[config.mk]
export PLATFORM = sky130hd
export DESIGN_NAME = scroll_banner
export DESIGN_NICKNAME = d
export VERILOG_FILES = /design/src/rtl/scroll_banner.sv
export SDC_FILE = /design/constraint.sdc
export NUM_CORES = 1
export LEC_CHECK = 0
export ABC_AREA = 0
export BUFFER_PORTS_ARGS = -buffer_cell sky130_fd_sc_hd__buf_4
export CORE_UTILIZATION = 62
export DETAILED_ROUTE_END_ITERATION = 7
export GPL_TIMING_DRIVEN = 0
export PLACE_DENSITY_LB_ADDON = 0.2
export SYNTH_ARGS = -nofsm -noshare
export SYNTH_HDL_FRONTEND = slang
export SYNTH_SLANG_ARGS = --single-unit
[constraint.sdc]
create_clock -name clk -period 5.5 [get_ports clk]
set_clock_uncertainty 0.2 [all_clocks]
set_input_delay 1.1 -clock clk [delete_from_list [all_inputs] [get_ports clk]]
set_output_delay 1.1 -clock clk [all_outputs]
set_load 0.01 [all_outputs]
[src/rtl/scroll_banner.sv]
`default_nettype none
// ============================================================================
// Module      : scroll_banner
// Description : Scrolls a modular 0..SEQ_LEN-1 counting sequence across
//               NUM_DIGITS 4-bit digit codes (4'hF = blank). Optional macro
//               SCROLL_BANNER_BOUNCE_EN makes the banner ping-pong and
//               ignore the dir input.
// Revision    : 1.0 - initial release
// ============================================================================
module scroll_banner #(
    parameter int NUM_DIGITS = 4,
    parameter int TICK_DIV   = 500000,
    parameter int SEQ_LEN    = 10
) (
    input  logic                    clk,
    input  logic                    reset,
    input  logic                    enable,
    input  logic                    dir,
    input  logic                    step,
    input  logic                    clear,
    output logic [4*NUM_DIGITS-1:0] digits,
    output logic                    shift_pulse
);

    localparam int                 c_TIMER_W   = (TICK_DIV > 1) ? $clog2(TICK_DIV) : 1;
    localparam logic [c_TIMER_W-1:0] c_TICK_LAST = c_TIMER_W'(TICK_DIV - 1);
    localparam logic [3:0]         c_SEQ_MAX   = 4'(SEQ_LEN - 1);
    localparam logic [3:0]         c_BLANK     = 4'hF;

    logic [c_TIMER_W-1:0]    r_timer;
    logic [4*NUM_DIGITS-1:0] r_digits;
    logic                    r_pulse;
    logic [3:0]              r_seq;
    logic                    r_started;

    logic                    w_tick;
    logic                    w_shift;
    logic                    w_dir;
    logic [3:0]              w_ins;
    logic [4*NUM_DIGITS-1:0] w_next_digits;

`ifdef SCROLL_BANNER_BOUNCE_EN
    logic r_dir;
    assign w_dir = r_dir;
`else
    assign w_dir = dir;
`endif

    assign w_tick  = enable && (r_timer == c_TICK_LAST);
    assign w_shift = w_tick || step;

    always_comb begin
        w_ins = 4'd0;
        if (r_started) begin
            if (w_dir) begin
                w_ins = (r_seq == c_SEQ_MAX) ? 4'd0 : r_seq + 4'd1;
            end else begin
                w_ins = (r_seq == 4'd0) ? c_SEQ_MAX : r_seq - 4'd1;
            end
        end
    end

    // Forward pushes the new value in at digit 0; reverse at the top digit.
    assign w_next_digits = w_dir ? {r_digits[4*NUM_DIGITS-5:0], w_ins}
                                 : {w_ins, r_digits[4*NUM_DIGITS-1:4]};

    always_ff @(posedge clk) begin
        if (reset || clear) begin
            r_timer   <= '0;
            r_digits  <= {NUM_DIGITS{c_BLANK}};
            r_pulse   <= 1'b0;
            r_seq     <= 4'd0;
            r_started <= 1'b0;
`ifdef SCROLL_BANNER_BOUNCE_EN
            r_dir     <= 1'b1;
`endif
        end else begin
            if (enable) begin
                r_timer <= w_tick ? '0 : r_timer + 1'b1;
            end
            r_pulse <= w_shift;
            if (w_shift) begin
                r_digits  <= w_next_digits;
                r_seq     <= w_ins;
                r_started <= 1'b1;
`ifdef SCROLL_BANNER_BOUNCE_EN
                // Turn around on reaching either end; the very first insert never counts.
                if (r_started && ((r_dir && w_ins == c_SEQ_MAX) || (!r_dir && w_ins == 4'd0))) begin
                    r_dir <= ~r_dir;
                end
`endif
            end
        end
    end

    assign digits      = r_digits;
    assign shift_pulse = r_pulse;

endmodule
`default_nettype wire

# Yosys cells after proc, flatten, opt, wreduce, memory -nomap -nowiden
# Cells that the tools add are included.
# op_classes
n_mux,6
addsub,3
reduce_logical,4
n_eq_ne,2
# ops
cell,n
"adder 19 x 1 -> 19 bit, second input constant",1
"equality test 19 bit, second input constant",1
two-way mux 19 bit,1
two-way mux 16 bit,1
two-way mux 4 bit,4
"adder 4 x 1 -> 4 bit, second input constant",1
"equality test 4 bit, second input constant",1
logical NOT 4 bit,1
"subtractor 4 x 1 -> 4 bit, second input constant",1
logical OR 1 bit,2
logical AND 1 bit,1
# word_totals
in_bits,6
reg_bits,41
elab_cells,20

# Logic depth before layout (Yosys ltp)
# Gate-level depths: netlist (run 1).
# logic_depth
depth_word,5
ltp_mapped,7

# Worst setup path after synthesis (run 1)
# OpenSTA, ideal clock, no wires.
# synth_path
kind,input -> register
start,input port dir
end,register r_seq[2]
arrival_ps,2024
n_path_buf,2
slack_ps,3160
stages,4
cell_sequence,clkbuf_1 -> clkbuf_1 -> o21ai_0 -> a41o_1
# synth_between
elab_chain_len,2
# synth_rtl
element,line_no,rtl
"start, declared",18,"input logic dir,"
two-way mux 4 bit,55,if (w_dir) begin
two-way mux 4 bit,54,if (r_started) begin
"end signal, assigned",84,r_seq <= w_ins;
"end, declared",33,logic [3:0] r_seq;
# Every way passes these cells.
# A chain may end at the register's enable or synchronous reset.

# Worst setup path in the final report (run 1)
# layout_path
start,register r_timer[7]
end,"register r_digits[3], in the netlist digits[3]"
# layout_between
elab_chain_len,3
# layout_rtl
element,line_no,rtl
"start, declared",30,logic [c_TIMER_W-1:0] r_timer;
"start signal, assigned",79,r_timer <= w_tick ? '0 : r_timer + 1'b1;
equality test 19 bit,49,assign w_tick = enable && (r_timer == c_TICK_LAST);
logical AND 1 bit,49,
logical OR 1 bit,50,assign w_shift = w_tick || step;
"end signal, assigned",70,r_digits <= {NUM_DIGITS{c_BLANK}};
"end signal, assigned",83,r_digits <= w_next_digits;
"end, declared",31,logic [4*NUM_DIGITS-1:0] r_digits;
# Every way passes these cells.

==> results.sh, run 1 <==
export IMPL_synth_flop_cell="dfxtp_1"
export IMPL_syn_area_sq_mm=0.00204
export IMPL_postCtsSetupRepairBufs=0
export IMPL_die_height_microns=59.4
export IMPL_yosysWarnings=0
export IMPL_hold_path_class="flip-flop to flip-flop"
export IMPL_clk_pin_slew_ns=0.12
export IMPL_synth_net_count=246
export IMPL_antenna_found_initial=0
export IMPL_yosysMostFrequentCell="dfxtp_1"
export IMPL_dp_hpwl_microns=3000
export IMPL_ctsResizeCount=0
export IMPL_ir_worst_vdd_uv=179
export IMPL_cts_root_buf="clkbuf_4"
export IMPL_cts_tree="built"
export IMPL_numClockSinks=41
export IMPL_arrival_ns=2.45
export IMPL_drt_iter0_markers=84
export IMPL_slew_headroom_pct=56.6
export IMPL_async_reset_ff_share_pct=0
export IMPL_max_clock_path_buffers=2
export IMPL_required_ns=5.54
export IMPL_drive_above_1_share_pct=16.3
export IMPL_core_area_sq_mm=0.00308
export IMPL_vias_per_cell=5.69
export IMPL_critPathKind="flip-flop to flip-flop"
export IMPL_fin_area_sq_mm=0.00232
export IMPL_slew_viol_final=0
export IMPL_vias=1752
export IMPL_cts_made_buffers=5
export IMPL_grt_pass1_wl_microns=7000
export IMPL_synth_common_cells="41 x dfxtp_1, 35 x nor2_1, 16 x nand2_1"
export IMPL_grt_util_all_layers_pct=26.9
export IMPL_portBuffers=21
export IMPL_detail_route_first_pass_iterations=4
export IMPL_gp_congestion=0.872
export IMPL_min_period_ns=2.42
export IMPL_worstPathMaxFanout=10
export IMPL_start_kind="flip-flop"
export IMPL_yosys_register_bits=41
export IMPL_nets=274
export IMPL_placed_cell_area_sq_mm=0.00225
export IMPL_initial_core_util_pct=66.3
export IMPL_synth_edff_count=0
export IMPL_worstMarginPinSlew_ns=0.646
export IMPL_p_leak_nw=0.858
export IMPL_synth_top_area_share_pct=40.2
export IMPL_rows=20
export IMPL_routedWlPerCell_microns=13.8
export IMPL_status="finished clean"
export IMPL_cap_viol_max_count=0
export IMPL_die_w_microns=59.4
export IMPL_h_tree_depth=2
export IMPL_die_area_sq_mm=0.00353
export IMPL_drc=0
export IMPL_area_growth_pct=13.6
export IMPL_fin_hold_ws_ns=0.307
export IMPL_clk_latency_ns=0.35
export IMPL_syn_inst=235
export IMPL_grt_pass1_vias=1486
export IMPL_setup_viol=0
export IMPL_end_kind="flip-flop"
export IMPL_syn_area_per_cell_sq_um=8.69
export IMPL_period_share_pct=43.9
export IMPL_ctsHoldBuffers=0
export IMPL_rsz0062_at_grt="no"
export IMPL_power_mw=0.514
export IMPL_finalHoldViolations=0
export IMPL_ant_nets=0
export IMPL_wirelength_microns=4240
export IMPL_grt_overflow_total=0
export IMPL_power_density_mw_per_mm2=221
export IMPL_antenna_cells=0
export IMPL_yosys_area_top_type="dfxtp_1"
export IMPL_fmax_mhz=414
export IMPL_post_synth_main_area_contributors="dfxtp_1 40%, nor2_1 6.4%, xor2_1 5.6%, mux2i_1 3.9%, ha_1 3.1%"
export IMPL_tns_ns=0
export IMPL_yosysSeqAreaShare_pct=40.2
export IMPL_ys_types=43
export IMPL_grt_start_max_net_pins=14
export IMPL_io_pins=23
==> power by group <==
part	internal (mW)	leakage [nW]	switching, mW	total (mW)
sequential	0.301	0.332	0.00327	0.304
clock	0.0624	0.0382	0.101	0.163
combinational	0.0189	0.488	0.0275	0.0464
==> per-layer routing <==
metal / up-vias / wire (microns) / global-route usage, %
met1: 812 / 2100 / 39.3
met2: 46 / 1850 / 38.5
met4: 0 / 51 / 9.18
li1: 887 / - / -
met5: - / 0 / 0
met3: 7 / 236 / 6.33
==> cell type report <==
class,instances,area (sq um)
Multi-Input combinational cell,176,1120
Buffer,15,85.1
Clock inverter,2,13.8
Clock buffer,6,51.3
Timing Repair Buffer,21,158
Fill cell,230,758
Tap cell,44,55.1
Sequential cell,41,821
Inverter,3,11.3
==> final timing paths <==
| kind | startpoint | to | slack [ns] | depth (start not counted) |
|---|---|---|---|---|
| hold / removal | r_timer[1] | r_timer[1] | 0.31 | 2 |
| setup reg to reg | r_timer[7] | digits[3] | 3.08 | 6 |
| hold reg to reg | r_timer[1] | r_timer[1] | 0.31 | 2 |
| setup / recovery | r_timer[7] | digits[3] | 3.08 | 6 |
==> per-stage QoR <==
stage | cells | util, % | setup WS (ns)
4_1_cts | 308 | 75.4 | 3.10
3_5_place_dp | 300 | 73.3 | 2.73
3_3_place_gp | 300 | 73.3 | 2.79
5_1_grt | 308 | 75.4 | 2.99
2_1_floorplan | 235 | - | 3.16
6_report | 308 | 75.4 | 3.08
==> cells by family after synthesis <==
family | Yosys count | share of synthesized area (%)
XOR/XNOR | 17 | 7.29
adder cells (fa/ha/maj) | 5 | 3.06
AND/OR/NAND/NOR | 104 | 26.8
buffers and inverters | 18 | 4.72
multiplexers | 8 | 3.92
flip-flops | 41 | 40.2
AO/OA/AOI/OAI | 42 | 14.0
==> critical path, stage by stage (launching register included) <==
cell      delay, ns
dfxtp_1        0.38
or4b_4         0.54
nor4_4         0.28
a41oi_2        0.30
buf_6          0.24
a311oi_1       0.26
o21ai_1        0.09
==> state kept, by name, summed over array words and instances (netlist names) <==
signal       count
digits          16
r_timer         19
r_started        1
r_seq            4
shift_pulse      1
==> layout by cell type (no fill, tap or decap), drive strengths merged <==
| cell | instances |
|---|---|
| nand3 | 10 |
| nor4b | 1 |
| nor2b | 3 |
| buf | 28 |
| clkbuf | 14 |
| nor4 | 1 |
| a2bb2oi | 1 |
| nor2 | 35 |
| inv | 3 |
| and2 | 1 |
| a21oi | 7 |
| or4b | 1 |
| a311oi | 2 |
| and3 | 4 |
| o21ai | 10 |
| nand4 | 7 |
| ha | 5 |
| a211o | 1 |
| nor3 | 11 |
| dfxtp | 41 |
| nand2 | 16 |
| a31oi | 8 |
| or2 | 2 |
| nor3b | 1 |
| a211oi | 4 |
| xor2 | 13 |
| a41o | 2 |
| mux2i | 8 |
| a41oi | 1 |
| and4 | 2 |
| clkinv | 2 |
| o21bai | 1 |
| nand3b | 1 |
| o22ai | 2 |
| o211ai | 2 |
| xnor2 | 4 |
| nand2b | 7 |
| or3b | 1 |
| o31a | 1 |
Note: power is estimated with default switching activity, not from simulation.
==> run 2, diff against run 1 <==
Settings changed: CORE_UTILIZATION 62 to 52.
Clock period 5.5 ns to 2 ns, I/O delays scaled along.
==> run 2 against run 1 <==
Effect of this change:
- the flow now finishes with violations (negative setup slack)
- hold slack got worse by 0.18 ns
- utilization decreased by 0.72 points
- combinational power increased to 4.3 times the previous value
- final cell count increased by 5.5%
- first-iteration DRC count increased by 79%
- die area increased by 19%
- sequential power increased to 2.8 times the previous value
- design area increased by 20%
- non-clock buffer count increased by 13
- sequential share of layout area decreased by 5.7 points
- global-route usage decreased by 2.4 points
- clock power increased to 4.4 times the previous value
- largest cell class unchanged
==> results.sh, run 2 (synthesis results as in run 1) <==
export IMPL_vias_per_cell=5.83
export IMPL_switchingPower_mw=0.426
export IMPL_hold_depth=2
export IMPL_drt_iter0_markers=150
export IMPL_power_density_mw_per_mm2=632
export IMPL_die_w_microns=64.7
export IMPL_routedWlPerCell_microns=16.6
export IMPL_ctsHoldBuffers=0
export IMPL_ant_nets=0
export IMPL_p_sw_share_pct=24.3
export IMPL_wirelength_microns=5400
export IMPL_clk_pin_slew_ns=0.08
export IMPL_grt_pass1_wl_microns=7820
export IMPL_slew_headroom_pct=51.4
export IMPL_most_common_layout_cells="38 x dfxtp_1, 24 x nor2_1, 24 x buf_4"
export IMPL_gp_congestion=0.896
export IMPL_cts_tree="built"
export IMPL_p_leak_nw=1.01
export IMPL_min_period_ns=2.20
export IMPL_period_share_pct=110
export IMPL_end_kind="flip-flop"
export IMPL_drive_above_1_share_pct=32.1
export IMPL_status="finished, violations left"
export IMPL_pwr_share_clk_pct=40.9
export IMPL_required_ns=2.03
export IMPL_rsz0062_at_grt="yes"
export IMPL_power_frac_seq_pct=47.7
export IMPL_area_growth_pct=35.8
export IMPL_antenna_found_initial=0
export IMPL_dp_slack_ns=-0.244
export IMPL_start_kind="flip-flop"
export IMPL_initial_core_util_pct=54.9
export IMPL_grt_overflow_total=0
export IMPL_arrival_ns=2.23
export IMPL_io_pins=23
export IMPL_violations="negative setup slack"
export IMPL_die_height_microns=64.7
export IMPL_core_area_sq_mm=0.00372
export IMPL_grt_pass1_vias=1609
export IMPL_critPathKind="flip-flop to flip-flop"
export IMPL_dp_hpwl_microns=2990
export IMPL_fill_cells=262
export IMPL_setup_viol=40
export IMPL_r2r_cells=7
export IMPL_finalHoldViolations=0
export IMPL_regToRegSetupSlack_ns=-0.20
export IMPL_worstMarginPinSlew_ns=0.729
export IMPL_drc=0
export IMPL_slew_viol_final=0
export IMPL_antenna_cells=0
export IMPL_hp_start="enable"
export IMPL_cts_made_buffers=5
export IMPL_ir_worst_vdd_uv=467
export IMPL_max_clock_path_buffers=2
export IMPL_r2r_start="r_timer[9]"
export IMPL_largest_reg_flops=19
export IMPL_combPwrFrac_pct=11.4
export IMPL_grt_util_all_layers_pct=24.5
export IMPL_holdPathEnd="r_timer[1]"
export IMPL_h_tree_depth=2
export IMPL_largest_register="r_timer"
export IMPL_cts_root_buf="clkbuf_8"
export IMPL_nets=287
export IMPL_hold_path_class="input port to flip-flop"
export IMPL_power_mw=1.75
export IMPL_intPower_mw=1.33
export IMPL_die_area_sq_mm=0.00418
export IMPL_worstPathMaxFanout=6
export IMPL_fmax_mhz=455
export IMPL_portBuffers=21
export IMPL_rows=22
export IMPL_detail_route_first_pass_iterations=4
export IMPL_vias=1895
export IMPL_numClockSinks=41
export IMPL_tns_ns=-4.12
export IMPL_cap_viol_max_count=0
export IMPL_layout_commonest_cell="dfxtp_1"
export IMPL_setup_ws_ns=-0.197
export IMPL_r2r_end="r_seq[3]"
export IMPL_clk_latency_ns=0.30
export IMPL_grt_start_max_net_pins=13
## run 2: cell types whose count changed in the layout (fill, tap and decap cells not counted), sizes merged
cell / before / now
buf: 28 / 38
clkinv: 2 / 0
bufinv: 0 / 1
clkbuf: 14 / 18
## run 2: power by group through the flow
stage	Sequential (mW)	Combinational (mW)	Clock, mW
after global placement	0.854	0.129	0
after CTS	0.835	0.156	0.704
after detailed placement	0.854	0.129	0
after floorplan	0.856	0.0828	0
final	0.836	0.200	0.717
after global routing	0.837	0.213	0.744
## run 2: what timing repair did
action | CTS | global route
gates resized for setup | 14 | 38
setup endpoints to repair | 31 | 40
buffers inserted | 9 | 1
cloned | 0 | 3
pin swaps | 5 | 14
## run 2: routing by layer
layer / global-route usage, % / vias up / share of wire [%]
met2: 35.4 / 79 / 45
met1: 35.0 / 887 / 46
li1: - / 918 / -
met3: 4.93 / 11 / 6.4
met5: 0 / - / 0
met4: 10.3 / 0 / 2.6
## run 2: how the worst max path moves through the flow
stage	startpoint	end	slack [ns]	cells past startpoint
detailed placement	r_timer[9]	digits[3]	-0.24	6
finish	r_timer[9]	r_seq[3]	-0.20	7
global placement	r_timer[9]	digits[3]	-0.24	6
floorplan	r_timer[9]	digits[2]	-0.02	6
global route	r_timer[9]	r_seq[3]	-0.31	7
CTS	r_timer[9]	digits[12]	-0.15	6
## run 2: through the flow
| stage | cells | util (%) | hold WS [ns] | cell area (sq um) |
|---|---|---|---|---|
| 5_1_grt | 325 | 74.6 | 0.133 | 2770 |
| 4_1_cts | 321 | 68.2 | 0.135 | 2530 |
| 2_1_floorplan | 235 | - | 0.263 | 2050 |
| 3_3_place_gp | 304 | 61.0 | 0.278 | 2270 |
| 3_5_place_dp | 304 | 61.0 | 0.285 | 2270 |
| 6_report | 325 | 74.6 | 0.127 | 2770 |
## run 2: cell type report
cell class	instances	area [sq um]	share of cell area [%]
inverter	3	11.3	0.406
timing repair buffer	34	352	12.7
tap	48	60.1	2.17
clock inverter	1	30.0	1.08
sequential	41	825	29.7
buffer	15	106	3.83
multi-input combinational	176	1300	47.0
clock buffer	7	86.3	3.11
## run 2: critical path, cell delays in order (launching register included)
cell	delay, ns
dfxtp_2	0.32
or4b_4	0.54
nor4_4	0.26
a41o_1	0.26
buf_6	0.17
buf_8	0.14
nand4_1	0.09
a21oi_1	0.14
